===== config.mk =====
export PLATFORM = sky130hd
export DESIGN_NAME = ccc_reset_ctrl_flat
export DESIGN_NICKNAME = d
export VERILOG_FILES = /design/src/rtl/ccc_reset_ctrl_if.sv /design/src/rtl/ccc_reset_ctrl.sv /design/src/flat_wrapper.sv
export SDC_FILE = /design/constraint.sdc
export NUM_CORES = 1
export LEC_CHECK = 0
export CAP_MARGIN = 20
export CORE_MARGIN = 1
export CORE_UTILIZATION = 25
export CTS_BUF_LIST = sky130_fd_sc_hd__clkbuf_4 sky130_fd_sc_hd__clkbuf_8
export CTS_CLUSTER_SIZE = 8
export DETAILED_ROUTE_END_ITERATION = 10
export DONT_BUFFER_PORTS = 1
export SLEW_MARGIN = 20
export SYNTH_ARGS = -nofsm -noshare
export SYNTH_HDL_FRONTEND = slang
export SYNTH_SLANG_ARGS = --single-unit

===== constraint.sdc =====
create_clock -name clk -period 2.9 [get_ports clk]
set_input_delay 0.58 -clock clk [delete_from_list [all_inputs] [get_ports clk]]
set_output_delay 0.58 -clock clk [all_outputs]
set_load 0.03 [all_outputs]

===== src/rtl/ccc_reset_ctrl_if.sv =====
// Signal bundle between the CCC lock/debug sources and the reset sequencer.
// RSTGEN_LOSS_COUNT_EN adds the 8-bit lock-loss counter output.
interface ccc_reset_ctrl_if;
   logic       lock;
   logic       soft_reset_req;
   logic       sys_resetn;
   logic       core_reset;
   logic       lock_lost;
`ifdef RSTGEN_LOSS_COUNT_EN
   logic [7:0] loss_count;
`endif

`ifdef RSTGEN_LOSS_COUNT_EN
   modport master (
      output lock, soft_reset_req,
      input  sys_resetn, core_reset, lock_lost, loss_count
   );
   modport slave (
      input  lock, soft_reset_req,
      output sys_resetn, core_reset, lock_lost, loss_count
   );
`else
   modport master (
      output lock, soft_reset_req,
      input  sys_resetn, core_reset, lock_lost
   );
   modport slave (
      input  lock, soft_reset_req,
      output sys_resetn, core_reset, lock_lost
   );
`endif
endinterface


===== src/rtl/ccc_reset_ctrl.sv =====
// Reset sequencer on CCC GL0: debounces LOCK, releases peripheral then core reset.
// Optional macro RSTGEN_LOSS_COUNT_EN enables the saturating lock-loss counter.
module ccc_reset_ctrl #(
   parameter int SYNC_STAGES        = 2,
   parameter int LOCK_STABLE_CYCLES = 1024,
   parameter int CORE_DELAY_CYCLES  = 16
) (
   input logic             clk,
   input logic             resetn,
   ccc_reset_ctrl_if.slave bus
);

   localparam int MAX_CYCLES = (LOCK_STABLE_CYCLES > CORE_DELAY_CYCLES) ?
                               LOCK_STABLE_CYCLES : CORE_DELAY_CYCLES;
   localparam int CW = $clog2(MAX_CYCLES + 1);
   localparam logic [CW-1:0] LOCK_LAST = CW'(LOCK_STABLE_CYCLES - 1);
   localparam logic [CW-1:0] CORE_LAST = CW'(CORE_DELAY_CYCLES - 1);

   typedef enum logic [1:0] {
      WAIT_LOCK,
      PERIPH,
      RUN,
      SOFT
   } state_t;

   state_t                 state;
   logic [CW-1:0]          cnt;
   logic [SYNC_STAGES-1:0] lock_sync;
   logic [SYNC_STAGES-1:0] soft_sync;
   logic                   lock_s;
   logic                   soft_s;
   logic                   lock_loss;
   logic                   sys_resetn_r;
   logic                   core_reset_r;
   logic                   lock_lost_r;

   always_ff @(posedge clk or negedge resetn) begin
      if (!resetn) begin
         lock_sync <= '0;
         soft_sync <= '0;
      end else begin
         lock_sync <= {lock_sync[SYNC_STAGES-2:0], bus.lock};
         soft_sync <= {soft_sync[SYNC_STAGES-2:0], bus.soft_reset_req};
      end
   end

   assign lock_s    = lock_sync[SYNC_STAGES-1];
   assign soft_s    = soft_sync[SYNC_STAGES-1];
   assign lock_loss = (state != WAIT_LOCK) && !lock_s;

   // Lock loss overrides every other transition; cnt saturates at its terminal value.
   always_ff @(posedge clk or negedge resetn) begin
      if (!resetn) begin
         state        <= WAIT_LOCK;
         cnt          <= '0;
         sys_resetn_r <= 1'b0;
         core_reset_r <= 1'b1;
         lock_lost_r  <= 1'b0;
      end else if (lock_loss) begin
         state        <= WAIT_LOCK;
         cnt          <= '0;
         sys_resetn_r <= 1'b0;
         core_reset_r <= 1'b1;
         lock_lost_r  <= 1'b1;
      end else begin
         case (state)
            WAIT_LOCK: begin
               if (!lock_s) begin
                  cnt <= '0;
               end else if (cnt == LOCK_LAST) begin
                  state        <= PERIPH;
                  cnt          <= '0;
                  sys_resetn_r <= 1'b1;
                  core_reset_r <= 1'b1;
               end else begin
                  cnt <= cnt + 1'b1;
               end
            end
            PERIPH: begin
               if (cnt == CORE_LAST) begin
                  state        <= RUN;
                  core_reset_r <= 1'b0;
               end else begin
                  cnt <= cnt + 1'b1;
               end
            end
            RUN: begin
               if (soft_s) begin
                  state        <= SOFT;
                  cnt          <= '0;
                  core_reset_r <= 1'b1;
               end
            end
            SOFT: begin
               if (cnt != CORE_LAST) begin
                  cnt <= cnt + 1'b1;
               end else if (!soft_s) begin
                  state        <= RUN;
                  core_reset_r <= 1'b0;
               end
            end
            default: begin
               state        <= WAIT_LOCK;
               cnt          <= '0;
               sys_resetn_r <= 1'b0;
               core_reset_r <= 1'b1;
            end
         endcase
      end
   end

   assign bus.sys_resetn = sys_resetn_r;
   assign bus.core_reset = core_reset_r;
   assign bus.lock_lost  = lock_lost_r;

`ifdef RSTGEN_LOSS_COUNT_EN
   logic [7:0] loss_count_r;

   always_ff @(posedge clk or negedge resetn) begin
      if (!resetn) begin
         loss_count_r <= '0;
      end else if (lock_loss && (loss_count_r != 8'hFF)) begin
         loss_count_r <= loss_count_r + 8'd1;
      end
   end

   assign bus.loss_count = loss_count_r;
`endif

endmodule


===== src/flat_wrapper.sv =====
// flat-port wrapper written by rule: the top's interface ports become plain ports
module ccc_reset_ctrl_flat 
#(
   parameter int SYNC_STAGES        = 2,
   parameter int LOCK_STABLE_CYCLES = 1024,
   parameter int CORE_DELAY_CYCLES  = 16
)
  (clk, resetn, bus_lock, bus_soft_reset_req, bus_sys_resetn, bus_core_reset, bus_lock_lost);
  ccc_reset_ctrl_if bus_i ();
  input logic clk;
  input logic resetn;
  input wire logic [$bits(bus_i.lock)-1:0] bus_lock;
  input wire logic [$bits(bus_i.soft_reset_req)-1:0] bus_soft_reset_req;
  output wire logic [$bits(bus_i.sys_resetn)-1:0] bus_sys_resetn;
  output wire logic [$bits(bus_i.core_reset)-1:0] bus_core_reset;
  output wire logic [$bits(bus_i.lock_lost)-1:0] bus_lock_lost;
  assign bus_i.lock = bus_lock;
  assign bus_i.soft_reset_req = bus_soft_reset_req;
  assign bus_sys_resetn = bus_i.sys_resetn;
  assign bus_core_reset = bus_i.core_reset;
  assign bus_lock_lost = bus_i.lock_lost;
  ccc_reset_ctrl #(.SYNC_STAGES(SYNC_STAGES), .LOCK_STABLE_CYCLES(LOCK_STABLE_CYCLES), .CORE_DELAY_CYCLES(CORE_DELAY_CYCLES)) u_core (.clk(clk), .resetn(resetn), .bus(bus_i));
endmodule

# Yosys cells after proc, flatten, opt, wreduce, memory -nomap -nowiden
# Index checks and enable logic that the tools add are counted.
# Widths: inputs -> output; s select.
[classes] add_sub_neg=1 eq_ne=14 n_mux=25 n_reduce_logical=10
[ops] operator="$mux 11" n=6
[ops] operator="$pmux 11 s4" n=1
[ops] operator="$ne 3x1->1 const B" n=5
[ops] operator="$mux 2" n=7
[ops] operator="$add 11x1->11 const B" n=1
[ops] operator="$eq 11x10->1 const B" n=1
[ops] operator="$eq 11x4->1 const B" n=1
[ops] operator="$ne 11x4->1 const B" n=1
[ops] operator="$mux 1" n=9
[ops] operator="$pmux 2 s4" n=1
[ops] operator="$reduce_bool 2->1" n=4
[ops] operator="$ne 3x2->1 const B" n=2
[ops] operator="$reduce_and 3->1" n=2
[ops] operator="$reduce_and 6->1" n=1
[ops] operator="$eq 2x2->1 const B" n=2
[ops] operator="$pmux 1 s4" n=1
[ops] operator="$ne 3x3->1 const B" n=1
[ops] operator="$eq 2x1->1 const B" n=1
[ops] operator="$logic_not 2->1" n=1
[ops] operator="$logic_and 1x1->1" n=1
[ops] operator="$logic_not 1->1" n=1
[word_totals] register_bits=20 input_bits=4 wordCells=57

# Logic depth before layout (Yosys ltp)
[depth] word_depth=5 mapped_depth=8

# Least setup slack after synthesis
# No wires, ideal clock.
[synth_path] path_type="register to register" from="register u_core.state[1]" to="register u_core.cnt[0]" arrival_ns=1.907 required_time_ns=2.775 path_slack_ns=0.868 stages_incl_launch_ff=9 n_path_buf=1 period_less_slack_ns=2.032 path_cell_list="dfrtp_1 > or2_2 > ha_1 > buf_4 > nor2b_1 > nand4_2 > nand2_2 > nor2_2 > mux2_2"
[synth_between] elab_chain_len=4 elab_cells_between_ends=12 classes_between="eq/ne: 6; mux: 2; reduce/logical: 4"
[synth_rtl] element="start, declared" line="ccc_reset_ctrl.sv:26" rtl="state_t state;"
[synth_rtl] element="start signal, assigned" line="ccc_reset_ctrl.sv:54" rtl="state <= WAIT_LOCK;"
[synth_rtl] element="start signal, assigned" line="ccc_reset_ctrl.sv:60" rtl="state <= WAIT_LOCK;"
[synth_rtl] element="start signal, assigned" line="ccc_reset_ctrl.sv:71" rtl="state <= PERIPH;"
[synth_rtl] element="$reduce_bool 2->1 (*)" line="ccc_reset_ctrl.sv:49" rtl="assign lock_loss = (state != WAIT_LOCK) && !lock_s;"
[synth_rtl] element="$logic_and 1x1->1 (*)" line="ccc_reset_ctrl.sv:49"
[synth_rtl] element="named net u_core.lock_loss" line="ccc_reset_ctrl.sv:32" rtl="logic lock_loss;"
[synth_rtl] element="$ne 3x1->1 (no line) / $ne 3x2->1 (equally long branches)"
[synth_rtl] element="$reduce_and 3->1 (no line)"
[synth_rtl] element="end signal, assigned" line="ccc_reset_ctrl.sv:76" rtl="cnt <= cnt + 1'b1;"
[synth_rtl] element="end signal, assigned" line="ccc_reset_ctrl.sv:84" rtl="cnt <= cnt + 1'b1;"
[synth_rtl] element="end signal, assigned" line="ccc_reset_ctrl.sv:96" rtl="cnt <= cnt + 1'b1;"
[synth_rtl] element="end, declared" line="ccc_reset_ctrl.sv:27" rtl="logic [CW-1:0] cnt;"
# Mark *: on every way through the listed nets, which the timed path passes. The rest lies on a longest branch.
# A chain may end at the register's enable or synchronous reset.

# Worst setup path after layout
[layout_path] from="register u_core.state[0]" to="register u_core.cnt[0]"
# The elaborated chain is that of the path after synthesis.

==> results <==
- The run finished with clean final reports.
- Yosys attributes the largest share of cell area to sky130_fd_sc_hd__dfrtp_1, sky130_fd_sc_hd__nor2_1, sky130_fd_sc_hd__xor2_1.
- Walking the worst path, the cells encountered are or2_2 -> ha_1 -> nor2b_1 -> nand4_2 -> nand2_2 -> nor2_2 -> mux2_2.
- In this run the worst hold path is classified as primary input to async pin.
- The gate count of the mapped netlist is 110.
- Before antenna repair, the detailed router went through 4 iterations.
- The floorplan die height is 67.5 um.
- The number of antenna diodes in the final layout is 0.
- The region available for standard cell placement spans 4060 um2.
- On the worst path, the slowest cell contributes a delay of 0.45 ns.
- The area of placed instances is 1130 um2.
- The setup check on the worst reg-to-reg path leaves a slack of 0.69 ns.
- The remaining design rule violation count is 0.
- The leakage power figure is 0.534 nW.
- The initial utilization of the core area, before any placement, comes to 26.4%.
- The maximum VDD drop is about 0.25 mV.
- TritonCTS created 3 clock buffers.
- STA classifies the critical path endpoint as a flop.
- STA classifies the critical path startpoint as a flop.
- The synthesized netlist net count is approximately 120.
- The most common cell after layout, fill and taps aside is sky130_fd_sc_hd__dfrtp_1.
- The arrival time of the worst setup path is approximately 2.4 ns.
- The largest individual stage delay along the critical path comes from the cell sky130_fd_sc_hd__dfrtp_1.
- The total count of hold-check failures in the final report is 0.
- The synthesized design spends more area on one cell type than any other, namely sky130_fd_sc_hd__dfrtp_1.
- TritonCTS built the clock tree.
- The most critical setup path has its endpoint at u_core.cnt[0].
- The final net count is ~120.
- The final critical delay including setup and external delays is 2.21 ns.
- The total half-perimeter wirelength after legalization and detailed placement is 1580 um.
- The first-pass GRT wire length is about 3600 um.
- After synthesis, the share of flip-flops with an asynchronous set or reset is 100%.
- The number of maximum-capacitance violations is 0.
- Timing analysis after detailed placement gives a worst setup slack of 0.705 ns.
- The overall global routing resource usage is 10.5%.
- After detailed routing, the number of vias per cell comes to 4.99.
- The worst setup slack after layout is 0.690 ns.
- For the pin with the worst max-slew slack, the measured transition is 0.839 ns.
- The critical path launch point is u_core.state[0].
- The synthesized area divided by synthesized cell count is between 9 and 10 um2.
- Synthesis instantiated 37 different standard cells from the library.
- Measured against its own limit, the worst slew margin works out to 43.9%.
- The number of global-route vias before repair was 811.
- The family with the most delay on the worst path is simple AND/OR/NAND/NOR gates.
- The final setup violation count is 0.
- The global-route congestion overflow total is 0.
- The top cell type by area accounts for between 40% and 50% of the synthesized area.
- The required arrival time at the worst endpoint is about 3 ns.
- Routability-driven placement finished with a final weighted congestion of 0.827.
- The synthesized design contains 20 register bits.
- The number of gates resized after CTS was 0.
- The post-route fraction of the period consumed by the critical path is 76.2%.
- The clock latency on the worst-skew pair is 0.26 ns.
- The number of antenna violations at the first check in global routing was 0.
- In this run the power density over the cells is 445 nW/um2.
- The floorplan step set the die width to 67.5 um.
- The detailed router placed 819 vias in this run.
- In this run the cell area of the synthesized design comes to about 1100 um2.
- Buffers placed on the I/O ports in this run total 0.
- The critical path contains buffers and inverters numbering 0 combined.
- The final layout contains routed wiring with a total length of 2090 um.
- The critical path is of the flop to flop type.
- The maximum fanout along the worst path is 9.
- In this run the number of cells on the critical path is 7.
- The finished cells cover approximately 1200 um2.
- Of the cells placed in the final design, the portion with a size suffix greater than 1 is 14.9%.
- The post-synthesis to final-layout area growth is 11.2%.
- The maximum level of the CTS H-tree is 1.
- The root buffer selected by CTS is sky130_fd_sc_hd__clkbuf_8.
- The first routing iteration left 14 violations.
- Counting along the longest clock path gives a buffer depth of 2.
- The startpoint of the most critical register-to-register path is u_core.state[0].
- The clock net in this run drives a total of 20 sinks.
- Clock skew on the completed layout was measured at 0.0111 ns.
- The placement row count is 23.
- Entering global routing, the biggest net connects 21 pins.
- The share of synthesized area occupied by flip-flops and latches is 46.8%.
- The depth of the worst register-to-register path is 7.
- The final count of pins violating max slew was 0.
- For this run, the leading register cell type out of synthesis is sky130_fd_sc_hd__dfrtp_1.
- The end of the worst register-to-register path is u_core.cnt[0].
- Based on the critical path, the design can be clocked at up to approximately 450 MHz.
- Leaving out fill and tap cells, the most frequent cells in the layout are sky130_fd_sc_hd__dfrtp_1, sky130_fd_sc_hd__nor2_1, sky130_fd_sc_hd__nand2_1.
- The Yosys warning count is 0.
- The boundary pin count is 7.
- The die area is 4550 um2.
- Setup repair after global routing left no endpoint under its margin.
- The clock transition time at the flip-flop clock pins of the worst setup and hold paths is approximately 0.080 ns.
- In this run, synthesis inferred 0 flip-flops with an integrated enable.
- The total negative slack is 0 ns.
- In the final routed layout, each cell accounts on average for 12.8 um.
- Once detail routing completed, the nets flagged for antenna violations numbered 0.
per-layer routing:
layer  GRT usage, %  wire length [um]
met3           2.87                83
met5              0                 0
met1           13.4              1010
met2           17.3               981
met4           2.93                19
state kept, by name, indices dropped and copies added (netlist names):
signal and count:
u_core.bus.core_reset 1, u_core.cnt 11, u_core.lock_sync 2, u_core.bus.sys_resetn 1
u_core.state 2, u_core.bus.lock_lost 1, u_core.soft_sync 2
cell type report:
| cell class | count | area (um2) |
|---|---|---|
| repair buffers | 1 | 10.0 |
| clock buffers | 4 | 55.1 |
| fillers | 411 | 2870 |
| multi-input cells | 85 | 547 |
| flip-flops and latches | 20 | 502 |
| inverters | 4 | 15.0 |
| well taps | 50 | 62.6 |
logic make-up after synthesis:
kind of cell,Yosys count,synth area share (%)
mux,1,1.05
flops,20,46.8
compound gates,17,10.6
simple gates,58,31.0
buf+inv,5,2.10
xor+xnor,6,4.91
fa+ha+maj,3,3.51
per-stage QoR:
stage / total power, mW / cells / utilization [%] / hold WS, ns
floorplan: 0.309 / 110 / - / 0.284
global placement: 0.314 / 159 / 27.8 / 0.285
detailed placement: 0.315 / 159 / 27.8 / 0.285
CTS: 0.525 / 163 / 29.1 / 0.00365
global route: 0.550 / 164 / 29.4 / 0.142
finish: 0.530 / 164 / 29.4 / 0.151
report_power, final:
part / switching (mW) / total, mW / leakage [nW] / internal (mW)
combinational: 0.0149 / 0.0242 / 0.241 / 0.00923
clock: 0.0942 / 0.215 / 0.0288 / 0.121
sequential: 0.00581 / 0.291 / 0.264 / 0.285
total: 0.115 / 0.530 / 0.534 / 0.415
repair_timing:
action,4_1_cts,5_1_grt
hold buffers,0,1
endpoints found under the hold margin,0,19
setup buffers,0,0
worst min-delay path by stage:
stage / start / end / slack, ns / depth (start not counted)
detailed placement: resetn / u_core.cnt[0] / 0.28 / 0
global placement: resetn / u_core.cnt[1] / 0.29 / 0
finish: resetn / u_core.bus.core_reset / 0.15 / 0
CTS: resetn / u_core.bus.sys_resetn / 0.004 / 0
floorplan: resetn / u_core.bus.lock_lost / 0.28 / 0
global route: resetn / u_core.bus.core_reset / 0.14 / 0
synth_stat cells (all sizes together), types with 2 or more instances:
| master | n |
|---|---|
| nor3 | 4 |
| nand2 | 11 |
| nand3 | 7 |
| nor4 | 2 |
| a22o | 2 |
| nor2 | 16 |
| inv | 4 |
| nand4 | 5 |
| o21ai | 4 |
| a21oi | 3 |
| xor2 | 6 |
| nor2b | 2 |
| or2 | 5 |
| dfrtp | 19 |
| ha | 3 |
| nor4b | 2 |
No activity file was read; power rests on OpenSTA's default activity.
